**src/rtl/serial_alu_sequencer_pkg.sv**
```systemverilog
// Shared types for the serial add/subtract sequencer: FSM state encoding,
// the NZCV flag record and the bit-counter width helper.
package serial_alu_pkg;

    typedef enum logic [1:0] {
        IDLE = 2'd0,
        RUN  = 2'd1,
        DONE = 2'd2
    } state_t;

    typedef struct packed {
        logic n;
        logic z;
        logic c;
        logic v;
    } flags_t;

    // Counter must hold 0..width-1; keep at least one bit for tiny widths.
    function automatic int cnt_width(input int width);
        if (width <= 2) begin
            return 1;
        end else begin
            return $clog2(width);
        end
    endfunction

endpackage

```
**src/rtl/serial_alu_sequencer_if.sv**
```systemverilog
// Request/result handshake bundle for serial_alu_sequencer.
// master = requester/consumer side, slave = the arithmetic unit.
interface serial_alu_sequencer_if #(
    parameter int WIDTH = 64
) ();
    logic             start_valid;
    logic             start_ready;
    logic [WIDTH-1:0] a;
    logic [WIDTH-1:0] b;
    logic             sub;
    logic             result_valid;
    logic             result_ready;
    logic [WIDTH-1:0] result;
    logic             flag_n;
    logic             flag_z;
    logic             flag_c;
    logic             flag_v;
    logic             busy;

    modport master (
        output start_valid, a, b, sub, result_ready,
        input  start_ready, result_valid, result,
        input  flag_n, flag_z, flag_c, flag_v, busy
    );

    modport slave (
        input  start_valid, a, b, sub, result_ready,
        output start_ready, result_valid, result,
        output flag_n, flag_z, flag_c, flag_v, busy
    );
endinterface

```
**src/rtl/serial_alu_sequencer_bitslice.sv**
```systemverilog
// One-bit full-adder cell with its carry flop. The carry flop is preset to
// the subtract flag on load (two's complement +1) and advances on each step.
// ovf is the carry into the current slice XOR its carry out; sampled on the
// MSB step it is the signed overflow flag.
module serial_alu_bitslice (
    input  logic clk,
    input  logic reset_n,
    input  logic a_bit,
    input  logic b_bit,
    input  logic load,
    input  logic load_cin,
    input  logic step,
    output logic sum,
    output logic cout,
    output logic ovf
);
    logic carry_r;

    assign sum  = a_bit ^ b_bit ^ carry_r;
    assign cout = (a_bit & b_bit) | (a_bit & carry_r) | (b_bit & carry_r);
    assign ovf  = carry_r ^ cout;

    // Carry flop: preset on operation load, ripple forward one bit per step.
    always_ff @(posedge clk or negedge reset_n) begin
        if (!reset_n) begin
            carry_r <= 1'b0;
        end else if (load) begin
            carry_r <= load_cin;
        end else if (step) begin
            carry_r <= cout;
        end
    end
endmodule

```
**src/rtl/serial_alu_sequencer.sv**
```systemverilog
// Bit-serial WIDTH-bit add/subtract unit with NZCV flags, LSB first, one bit
// per clock through serial_alu_bitslice.
// Optional build macro: SERIAL_ALU_BACK2BACK_EN lets a new request be taken
// in the same cycle the result is consumed, skipping the IDLE cycle.
module serial_alu_sequencer
    import serial_alu_pkg::*;
#(
    parameter int WIDTH = 64
) (
    input  logic                   clk,
    input  logic                   reset_n,
    serial_alu_sequencer_if.slave  bus
);
    localparam int             CW       = cnt_width(WIDTH);
    localparam logic [CW-1:0]  LAST_CNT = CW'(WIDTH - 1);

    state_t           state_r;
    state_t           state_nxt_s;
    logic [WIDTH-1:0] a_sh_r;
    logic [WIDTH-1:0] b_sh_r;
    logic [WIDTH-1:0] res_sh_r;
    logic [WIDTH-1:0] result_r;
    flags_t           flags_r;
    logic [CW-1:0]    count_r;
    logic             start_ready_s;
    logic             load_s;
    logic             step_s;
    logic             last_s;
    logic             sum_s;
    logic             cout_s;
    logic             ovf_s;
    logic [WIDTH-1:0] done_res_s;

    serial_alu_bitslice u_slice (
        .clk      (clk),
        .reset_n  (reset_n),
        .a_bit    (a_sh_r[0]),
        .b_bit    (b_sh_r[0]),
        .load     (load_s),
        .load_cin (bus.sub),
        .step     (step_s),
        .sum      (sum_s),
        .cout     (cout_s),
        .ovf      (ovf_s)
    );

    // Result as it will stand once the current (final) sum bit lands at the MSB.
    assign done_res_s = {sum_s, res_sh_r[WIDTH-1:1]};

    // FSM state register.
    always_ff @(posedge clk or negedge reset_n) begin
        if (!reset_n) begin
            state_r <= IDLE;
        end else begin
            state_r <= state_nxt_s;
        end
    end

    // Next-state and control decode.
    always_comb begin
        state_nxt_s   = state_r;
        start_ready_s = 1'b0;
        load_s        = 1'b0;
        step_s        = 1'b0;
        last_s        = 1'b0;
        case (state_r)
            IDLE: begin
                start_ready_s = 1'b1;
                if (bus.start_valid) begin
                    load_s      = 1'b1;
                    state_nxt_s = RUN;
                end else begin
                    state_nxt_s = IDLE;
                end
            end
            RUN: begin
                step_s = 1'b1;
                if (count_r == LAST_CNT) begin
                    last_s      = 1'b1;
                    state_nxt_s = DONE;
                end else begin
                    state_nxt_s = RUN;
                end
            end
            DONE: begin
`ifdef SERIAL_ALU_BACK2BACK_EN
                start_ready_s = bus.result_ready;
                if (bus.result_ready && bus.start_valid) begin
                    load_s      = 1'b1;
                    state_nxt_s = RUN;
                end else if (bus.result_ready) begin
                    state_nxt_s = IDLE;
                end else begin
                    state_nxt_s = DONE;
                end
`else
                if (bus.result_ready) begin
                    state_nxt_s = IDLE;
                end else begin
                    state_nxt_s = DONE;
                end
`endif
            end
            default: begin
                state_nxt_s = IDLE;
            end
        endcase
    end

    // Operand/result shift registers, bit counter and the DONE-entry result/flag capture.
    always_ff @(posedge clk or negedge reset_n) begin
        if (!reset_n) begin
            a_sh_r   <= {WIDTH{1'b0}};
            b_sh_r   <= {WIDTH{1'b0}};
            res_sh_r <= {WIDTH{1'b0}};
            result_r <= {WIDTH{1'b0}};
            flags_r  <= 4'b0000;
            count_r  <= {CW{1'b0}};
        end else if (load_s) begin
            a_sh_r  <= bus.a;
            b_sh_r  <= bus.sub ? ~bus.b : bus.b;
            count_r <= {CW{1'b0}};
        end else if (step_s) begin
            a_sh_r   <= {1'b0, a_sh_r[WIDTH-1:1]};
            b_sh_r   <= {1'b0, b_sh_r[WIDTH-1:1]};
            res_sh_r <= done_res_s;
            count_r  <= count_r + {{(CW-1){1'b0}}, 1'b1};
            if (last_s) begin
                result_r  <= done_res_s;
                flags_r.n <= sum_s;
                flags_r.z <= (done_res_s == {WIDTH{1'b0}});
                flags_r.c <= cout_s;
                flags_r.v <= ovf_s;
            end
        end
    end

    assign bus.start_ready  = start_ready_s;
    assign bus.result_valid = (state_r == DONE);
    assign bus.busy         = (state_r == RUN);
    assign bus.result       = result_r;
    assign bus.flag_n       = flags_r.n;
    assign bus.flag_z       = flags_r.z;
    assign bus.flag_c       = flags_r.c;
    assign bus.flag_v       = flags_r.v;
endmodule

```
**src/flat_wrapper.sv**
```systemverilog
// flat-port wrapper written by rule: the top's interface ports become plain ports
module serial_alu_sequencer_flat import serial_alu_pkg::*;
#(
    parameter int WIDTH = 64
)
  (clk, reset_n, bus_start_valid, bus_a, bus_b, bus_sub, bus_result_ready, bus_start_ready, bus_result_valid, bus_result, bus_flag_n, bus_flag_z, bus_flag_c, bus_flag_v, bus_busy);
  serial_alu_sequencer_if #(.WIDTH(WIDTH)) bus_i ();
  input  logic clk;
  input  logic reset_n;
  input wire logic [$bits(bus_i.start_valid)-1:0] bus_start_valid;
  input wire logic [$bits(bus_i.a)-1:0] bus_a;
  input wire logic [$bits(bus_i.b)-1:0] bus_b;
  input wire logic [$bits(bus_i.sub)-1:0] bus_sub;
  input wire logic [$bits(bus_i.result_ready)-1:0] bus_result_ready;
  output wire logic [$bits(bus_i.start_ready)-1:0] bus_start_ready;
  output wire logic [$bits(bus_i.result_valid)-1:0] bus_result_valid;
  output wire logic [$bits(bus_i.result)-1:0] bus_result;
  output wire logic [$bits(bus_i.flag_n)-1:0] bus_flag_n;
  output wire logic [$bits(bus_i.flag_z)-1:0] bus_flag_z;
  output wire logic [$bits(bus_i.flag_c)-1:0] bus_flag_c;
  output wire logic [$bits(bus_i.flag_v)-1:0] bus_flag_v;
  output wire logic [$bits(bus_i.busy)-1:0] bus_busy;
  assign bus_i.start_valid = bus_start_valid;
  assign bus_i.a = bus_a;
  assign bus_i.b = bus_b;
  assign bus_i.sub = bus_sub;
  assign bus_i.result_ready = bus_result_ready;
  assign bus_start_ready = bus_i.start_ready;
  assign bus_result_valid = bus_i.result_valid;
  assign bus_result = bus_i.result;
  assign bus_flag_n = bus_i.flag_n;
  assign bus_flag_z = bus_i.flag_z;
  assign bus_flag_c = bus_i.flag_c;
  assign bus_flag_v = bus_i.flag_v;
  assign bus_busy = bus_i.busy;
  serial_alu_sequencer #(.WIDTH(WIDTH)) u_core (.clk(clk), .reset_n(reset_n), .bus(bus_i));
endmodule
```
**config.mk**
```make
export PLATFORM = sky130hd
export DESIGN_NAME = serial_alu_sequencer_flat
export DESIGN_NICKNAME = d
export VERILOG_FILES = /design/src/rtl/serial_alu_sequencer_pkg.sv /design/src/rtl/serial_alu_sequencer_if.sv /design/src/rtl/serial_alu_sequencer_bitslice.sv /design/src/rtl/serial_alu_sequencer.sv /design/src/flat_wrapper.sv
export SDC_FILE = /design/constraint.sdc
export NUM_CORES = 1
export LEC_CHECK = 0
export CORE_ASPECT_RATIO = 0.7
export CORE_MARGIN = 3
export CORE_UTILIZATION = 35
export CTS_BUF_LIST = sky130_fd_sc_hd__clkbuf_2 sky130_fd_sc_hd__clkbuf_4 sky130_fd_sc_hd__clkbuf_8
export DETAILED_ROUTE_END_ITERATION = 10
export GPL_TIMING_DRIVEN = 0
export SETUP_SLACK_MARGIN = 0.4
export SLEW_MARGIN = 20
export SYNTH_ARGS = -nofsm -noshare
export SYNTH_HDL_FRONTEND = slang
export SYNTH_SLANG_ARGS = --single-unit
```
**constraint.sdc**
```tcl
create_clock -name clk -period 2.89 [get_ports clk]
set_input_delay 0.578 -clock clk [delete_from_list [all_inputs] [get_ports clk]]
set_output_delay 0.578 -clock clk [all_outputs]
set_load 0.01 [all_outputs]
```
==> results of run 1 <==
[synth_stat cells, types with 2 or more instances]
cell type / instances / share of area (%)
nand2_1: 453 / 14
dfrtp_1: 267 / 57
nor2_1: 65 / 2.1
a22oi_1: 64 / 4.1
a31oi_1: 64 / 3.4
xor2_1: 64 / 4.8
mux2_4: 60 / 7.6
clkbuf_1: 27 / 0.86
buf_2: 26 / 1.1
nor4_1: 16 / 0.85
buf_1: 12 / 0.38
o21ai_0: 10 / 0.42
buf_4: 7 / 0.45
buf_6: 7 / 0.67
mux2_1: 5 / 0.48
nand4_1: 5 / 0.27
nand3_1: 4 / 0.17
nand2b_1: 2 / 0.11
xnor2_1: 2 / 0.15
[cell families after synthesis]
| family | Yosys count | synth area share [%] |
|---|---|---|
| adder cells (fa/ha/maj) | 2 | 0.276 |
| AO/OA/AOI/OAI | 142 | 8.11 |
| XOR/XNOR | 66 | 4.91 |
| buffers and inverters | 81 | 3.55 |
| multiplexers | 65 | 8.12 |
| AND/OR/NAND/NOR | 550 | 18.3 |
| flip-flops | 267 | 56.7 |
[layout make-up]
cell class,count,area [um2],share of cell area (%)
Sequential cell,267,6680,43.3
Tap cell,427,534,3.46
Buffer,79,439,2.85
Clock buffer,73,911,5.90
Inverter,2,12.5,0.0811
Timing Repair Buffer,208,2140,13.8
Multi-Input combinational cell,825,4680,30.3
Clock inverter,5,37.5,0.243
[state kept, by name, summed over array words and instances (netlist names)]
signal and flops:
u_core.a_sh_r 64, u_core.u_slice.carry_r 1, u_core.bus.flag_z 1, u_core.bus.flag_c 1
u_core.bus.flag_v 1, u_core.count_r 6, u_core.b_sh_r 64, u_core.bus.result 63
u_core.state_r 2, u_core.res_sh_r 63, u_core.bus.flag_n 1
[critical path, delay by kind of cell, from the launching register on]
family,cells,cell delay (ns)
flops,1,0.43
buf+inv,5,0.71
simple gates,1,0.11
[routing by layer]
| layer | GRT usage, % | share of wire, % | vias up |
|---|---|---|---|
| met4 | 4.85 | 2.4 | 6 |
| met1 | 24.8 | 49 | 4385 |
| met3 | 4.96 | 6.7 | 59 |
| met5 | 0 | 0.13 | - |
| li1 | - | - | 4402 |
| met2 | 24.0 | 42 | 196 |
[per-stage QoR]
stage | TNS, ns | hold WS, ns | cell area [um2]
floorplan | 0 | 0.282 | 11800
global placement | -2837.30 | 0.458 | 14300
detailed placement | 0 | 0.397 | 14400
CTS | 0 | 0.369 | 15400
global route | 0 | 0.386 | 15400
finish | 0 | 0.420 | 15400
[worst max path at each step]
stage	end	cells after the start	from	slack, ns
2_1_floorplan	u_core.bus.flag_z	5	u_core.a_sh_r[0]	1.11
3_3_place_gp	u_core.bus.result[56]	1	reset_n	-10.66
3_5_place_dp	bus_busy	6	u_core.state_r[1]	0.23
4_1_cts	bus_busy	6	u_core.state_r[1]	0.42
5_1_grt	bus_start_ready	3	u_core.state_r[1]	0.43
6_report	bus_busy	6	u_core.state_r[0]	0.52
[layout by cell type, fill, tap and decap left out, types with 2 or more instances in the layout]
cell type / count
nor2_1: 65
buf_4: 9
clkbuf_4: 15
a31oi_1: 64
buf_16: 3
nand4_1: 5
mux2_4: 60
xnor2_1: 2
buf_8: 2
clkdlybuf4s50_1: 200
buf_1: 12
buf_6: 8
buf_2: 23
dfrtp_1: 267
nand2b_1: 2
inv_6: 2
xor2_1: 64
nand2_1: 453
clkbuf_8: 58
nor4_1: 16
clkinv_2: 2
o21ai_0: 10
nand3_1: 4
mux2_1: 5
clkbuf_1: 27
a22oi_1: 64
[report_power, final]
part | switching (uW) | internal (uW)
sequential | 856 | 4920
clock | 1550 | 1990
combinational | 1510 | 1300
[what timing repair did]
item	in CTS	in global routing
gates resized for setup	11	2
pin swaps	0	0
buffers inserted	2	0
hold endpoints to repair	10	0
hold buffers	1	0
setup endpoints to repair	1	1
==> reports/results.ini, run 1 <==
[outcome]
status = finished clean

[cts]
clock_sinks = 267
cts_tree = built
numCtsBuffers = 44
cts_root_buf = clkbuf_8
path_clk_slew_ns = 0.06
cts_max_level = 2
clk_latency_ns = 0.57
clock_path_buffers = 3

[power]
p_leak_uw = 0.00744
power_uw = 12100
power_density_mw_per_mm2 = 785
ir_worst_vdd_uv = 451

[synth]
syn-cell-area_mm2 = 0.0118
synth-seq-area-share_pct = 56.7
synth_fp_nets = 1308
ys_ff_latch = 267
ys_types = 32
synth_warnings = 0
postSynth.asyncResetShare_pct = 100
syn_avg_cell_area_um2 = 10.0
netlist_instances = 1173
synthFlopType = dfrtp_1
synth_edf_count = 0

[worst_setup_path]
crit_fanout = 10
startpoint_type = flip-flop
worst_setup_path_end_kind = output port
required_ns = 2.31
reg2reg_from = u_core.a_sh_r[0]
r2r_slack_ns = 0.75
cp_cell_sequence = nand2b_1, buf_6, inv_6, buf_12, buf_8, clkdlybuf4s15_2
crit_arrival_ns = 1.79
worstRegToRegCells = 5
slowest_stage = dfrtp_1
worstSetupPathType = reg2out
critPathMaxStageDelay_ns = 0.43
rr_endpoint = u_core.bus.flag_z

[sta]
final.min_clock_period_ns = 2.37
setup_ws_ns = 0.518
clock_skew_ns = 0.0311
setup_viol = 0
final-max-slew-violation-count = 0
slew_headroom_pct = 55.4
finalHoldViolations = 0
post-route-period-util_pct = 82.1
rsz0062_at_grt = false
max_freq_mhz = 422
tightestPinTransition_ns = 0.667

[cells_and_area]
fin_util_pct = 47.1
final_cells = 1886
areaGrowthSynthToFinish_pct = 31.0
drive_gt1_share_pct = 13.0
n_fill_cell = 3137
antenna_cells = 0
final_nets = 1562

[die]
coreArea_mm2 = 0.0328
start_util_pct = 36.0
core.rowCount = 55
io-pin-count = 204
die_area_mm2 = 0.0359
fp.dieH_um = 160
die_w_um = 225

[place]
placed_cells = 1805
io_buffers = 202
dpl.hpwl_mm = 21.4
place_ws_ns = 0.234
place.gp.congestion = 0.786

[global_routing]
grt_remaining_overflow = 0
grt_pass1_wl_mm = 49.3
grt_max_degree = 93
grt_pass1_vias = 9048
grt_util_all_layers_pct = 16.9
antenna_found_initial = 3

[route]
firstDrtPassIters = 5
antenna_left = 0
drt_iter0_markers = 580
routedWlPerCell_um = 16.1
vias_per_cell = 4.80
drc = 0
finalWirelength_mm = 30.4
via_count = 9048

[flow_run]
maxCapViolations = 0

[worst_hold_path]
holdCritPathClass = in2async

Power figures use the tool's default switching activity.
==> run 2, diff against run 1 <==
==> constraint.sdc (replaced) <==
create_clock -name clk -period 1.9 [get_ports clk]
set_input_delay 0.38 -clock clk [delete_from_list [all_inputs] [get_ports clk]]
set_output_delay 0.38 -clock clk [all_outputs]
set_load 0.01 [all_outputs]
==> reports/results.ini, run 2 (synthesis gave the netlist of run 1 again) <==
[outcome]
status = complete, but fails checks  ; was finished clean
violations = setup timing

[cts]
numCtsBuffers = 44  ; unchanged
clock_sinks = 267  ; unchanged
cts_root_buf = clkbuf_8  ; unchanged
path_clk_slew_ns = 0.07  ; was 0.06 ns
cts_max_level = 2  ; unchanged
cts_tree = built  ; unchanged
clk_latency_ns = 0.57  ; about the same
clock_path_buffers = 3  ; unchanged

[sta]
final-max-slew-violation-count = 0  ; unchanged
slew_headroom_pct = 72.6  ; was 55.4%
setup_ws_ns = -0.0406  ; was 0.518 ns
max_freq_mhz = 515
finalHoldViolations = 0  ; unchanged
tns_ns = -0.0686  ; was 0 ns
rsz0062_at_grt = true  ; was false
clock_skew_ns = 0.0219  ; was 0.0311 ns
setup_viol = 2  ; was 0
final.min_clock_period_ns = 1.94
tightestPinTransition_ns = 0.411  ; was 0.667 ns
fin_hold_ws_ns = 0.294  ; was 0.420 ns
post-route-period-util_pct = 102

[power]
p_int_uw = 13800  ; was 8210 uW
share_clk_of_total_power_pct = 27.0  ; was 29.2%
p_comb_share_pct = 29.0  ; was 23.1%
ir_worst_vdd_uv = 599  ; was 451 uV
p_sw_uw = 6620  ; was 3910 uW
power_density_mw_per_mm2 = 1150  ; was 785 mW/mm2
p_sw_share_pct = 32.3  ; about the same
seq_power_share_pct = 44.0  ; was 47.7%
p_leak_uw = 0.00882  ; was 0.00744 uW

[place]
placed_cell_area_mm2 = 0.0145  ; was 0.0144 mm2
io_buffers = 202  ; unchanged
place.gp.congestion = 0.783  ; was 0.786
dpl.hpwl_mm = 20.9  ; was 21.4 mm
place_ws_ns = -0.658  ; was 0.234 ns

[worst_setup_path]
required_ns = 1.52  ; was 2.31 ns
cp-startpoint = u_core.state_r[0]  ; unchanged
critPathMaxStageDelay_ns = 0.41  ; was 0.43 ns
worstSetupPathType = reg2out  ; unchanged
worst_setup_path_end_kind = output port  ; unchanged
path_common_cell = buf_6
crit_arrival_ns = 1.56  ; was 1.79 ns
slowest_stage = dfrtp_1  ; unchanged
worstRegToRegCells = 5  ; unchanged
startpoint_type = flip-flop  ; unchanged
cp_cell_sequence = nand2b_4, buf_6, inv_8, buf_12, buf_8, buf_6  ; was nand2b_1, buf_6, inv_6, buf_12, buf_8, clkdlybuf4s15_2
reg2reg_from = u_core.a_sh_r[0]  ; unchanged
crit_fanout = 2  ; was 10

[cells_and_area]
n_fill_cell = 2894  ; was 3137
multi_input_area_mm2 = 0.00531  ; was 0.00468 mm2
final_cell_mix = nand2_1, dfrtp_1, clkdlybuf4s50_1  ; unchanged
areaGrowthSynthToFinish_pct = 50.5  ; was 31.0%
reg_top3 = u_core.a_sh_r (64), u_core.b_sh_r (64)  ; unchanged
final_nets = 1677  ; was 1562
final_common_cell = nand2_1  ; unchanged
regArea_mm2 = 0.00668  ; unchanged
drive_gt1_share_pct = 34.8  ; was 13.0%
fin_area_mm2 = 0.0177  ; was 0.0154 mm2

[die]
die_area_mm2 = 0.0359  ; unchanged
core.rowCount = 55  ; unchanged
fp.dieH_um = 160  ; unchanged
coreArea_mm2 = 0.0328  ; unchanged
io-pin-count = 204  ; unchanged
start_util_pct = 36.0  ; unchanged
die_w_um = 225  ; unchanged

[worst_hold_path]
holdCritPathClass = in2async  ; unchanged

[global_routing]
grt_max_degree = 89  ; was 93
grt_pass1_vias = 9482  ; was 9048
antenna_found_initial = 3  ; unchanged
grt_remaining_overflow = 0  ; unchanged
grt_util_all_layers_pct = 17.2  ; was 16.9%
grt_pass1_wl_mm = 50.2  ; was 49.3 mm

[route]
routedWlPerCell_um = 16.6  ; was 16.1 um
via_count = 9595  ; was 9048
drt_iter0_markers = 658  ; was 580
drc = 0  ; unchanged
vias_per_cell = 4.79  ; was 4.80
firstDrtPassIters = 5  ; unchanged
antenna_left = 0  ; unchanged
finalWirelength_mm = 33.1  ; was 30.4 mm

[flow_run]
maxCapViolations = 0  ; unchanged

-- run 2: cell count changes in the layout (fill, tap and decap cells not counted), sizes merged --
| cell | before | now |
|---|---|---|
| buf | 58 | 227 |
| clkdlybuf4s50 | 200 | 130 |
| clkbuf | 100 | 114 |
| clkinv | 2 | 5 |
| bufinv | 0 | 2 |
| clkdlybuf4s15 | 1 | 0 |
| clkinvlp | 1 | 0 |
| diode | 0 | 1 |
| inv | 4 | 3 |
-- run 2: metrics by stage --
step                      power, uW  instances  util, %
after floorplan               11400       1173        -
after global placement        12900       1802     43.9
after detailed placement      13100       1805     44.1
after CTS                     19200       1942     48.7
after global routing          21800       2001     54.1
final                         20500       2002     54.1
-- run 2: per-layer routing --
metal | global-route usage [%] | vias up | routed length, um
met2 | 25.2 | 228 | 14800
met4 | 4.44 | 6 | 425
met3 | 4.81 | 44 | 1940
met5 | 0 | - | 49
li1 | - | 4649 | -
met1 | 25.0 | 4668 | 15900
-- run 2: power groups by stage --
stage	combinational (uW)	sequential, uW	clock (uW)
6_report	5940	9000	5530
4_1_cts	4700	8770	5700
3_5_place_dp	4320	8810	0
5_1_grt	6620	9230	5970
2_1_floorplan	2950	8490	0
3_3_place_gp	4130	8810	0
-- run 2: worst paths after layout --
path                                        end  slack [ns]
setup / recovery                       bus_busy       -0.04
hold / removal             u_core.bus.result[1]        0.29
setup reg to reg              u_core.bus.flag_z        0.01
hold reg to reg                u_core.a_sh_r[6]        0.47
max in group asynchronous     u_core.a_sh_r[50]        0.56
min in group clk               u_core.b_sh_r[5]        0.34
-- run 2: final cells by class --
cell class	instances	area share (%)
sequential	267	37.7
buffer	79	4.99
antenna	1	0.0141
inverter	2	0.0847
clock buffer	70	4.90
clock inverter	8	0.529
tap	427	3.01
timing repair buffer	323	18.8
multi-input combinational	825	30.0
-- run 2: worst max-delay path: cells and delay by family, from the launching register on --
kind / cells / cell delay (ns)
AND/OR/NAND/NOR: 1 / 0.08
buffers and inverters: 5 / 0.50
flip-flops: 1 / 0.41
-- run 2: what timing repair did --
action,in CTS,in global routing
setup endpoints to repair,338,417
gates cloned,1,26
hold endpoints to repair,43,0
gates resized for setup,405,307
hold buffers,1,0
buffers inserted,57,33
pin swaps,3,91
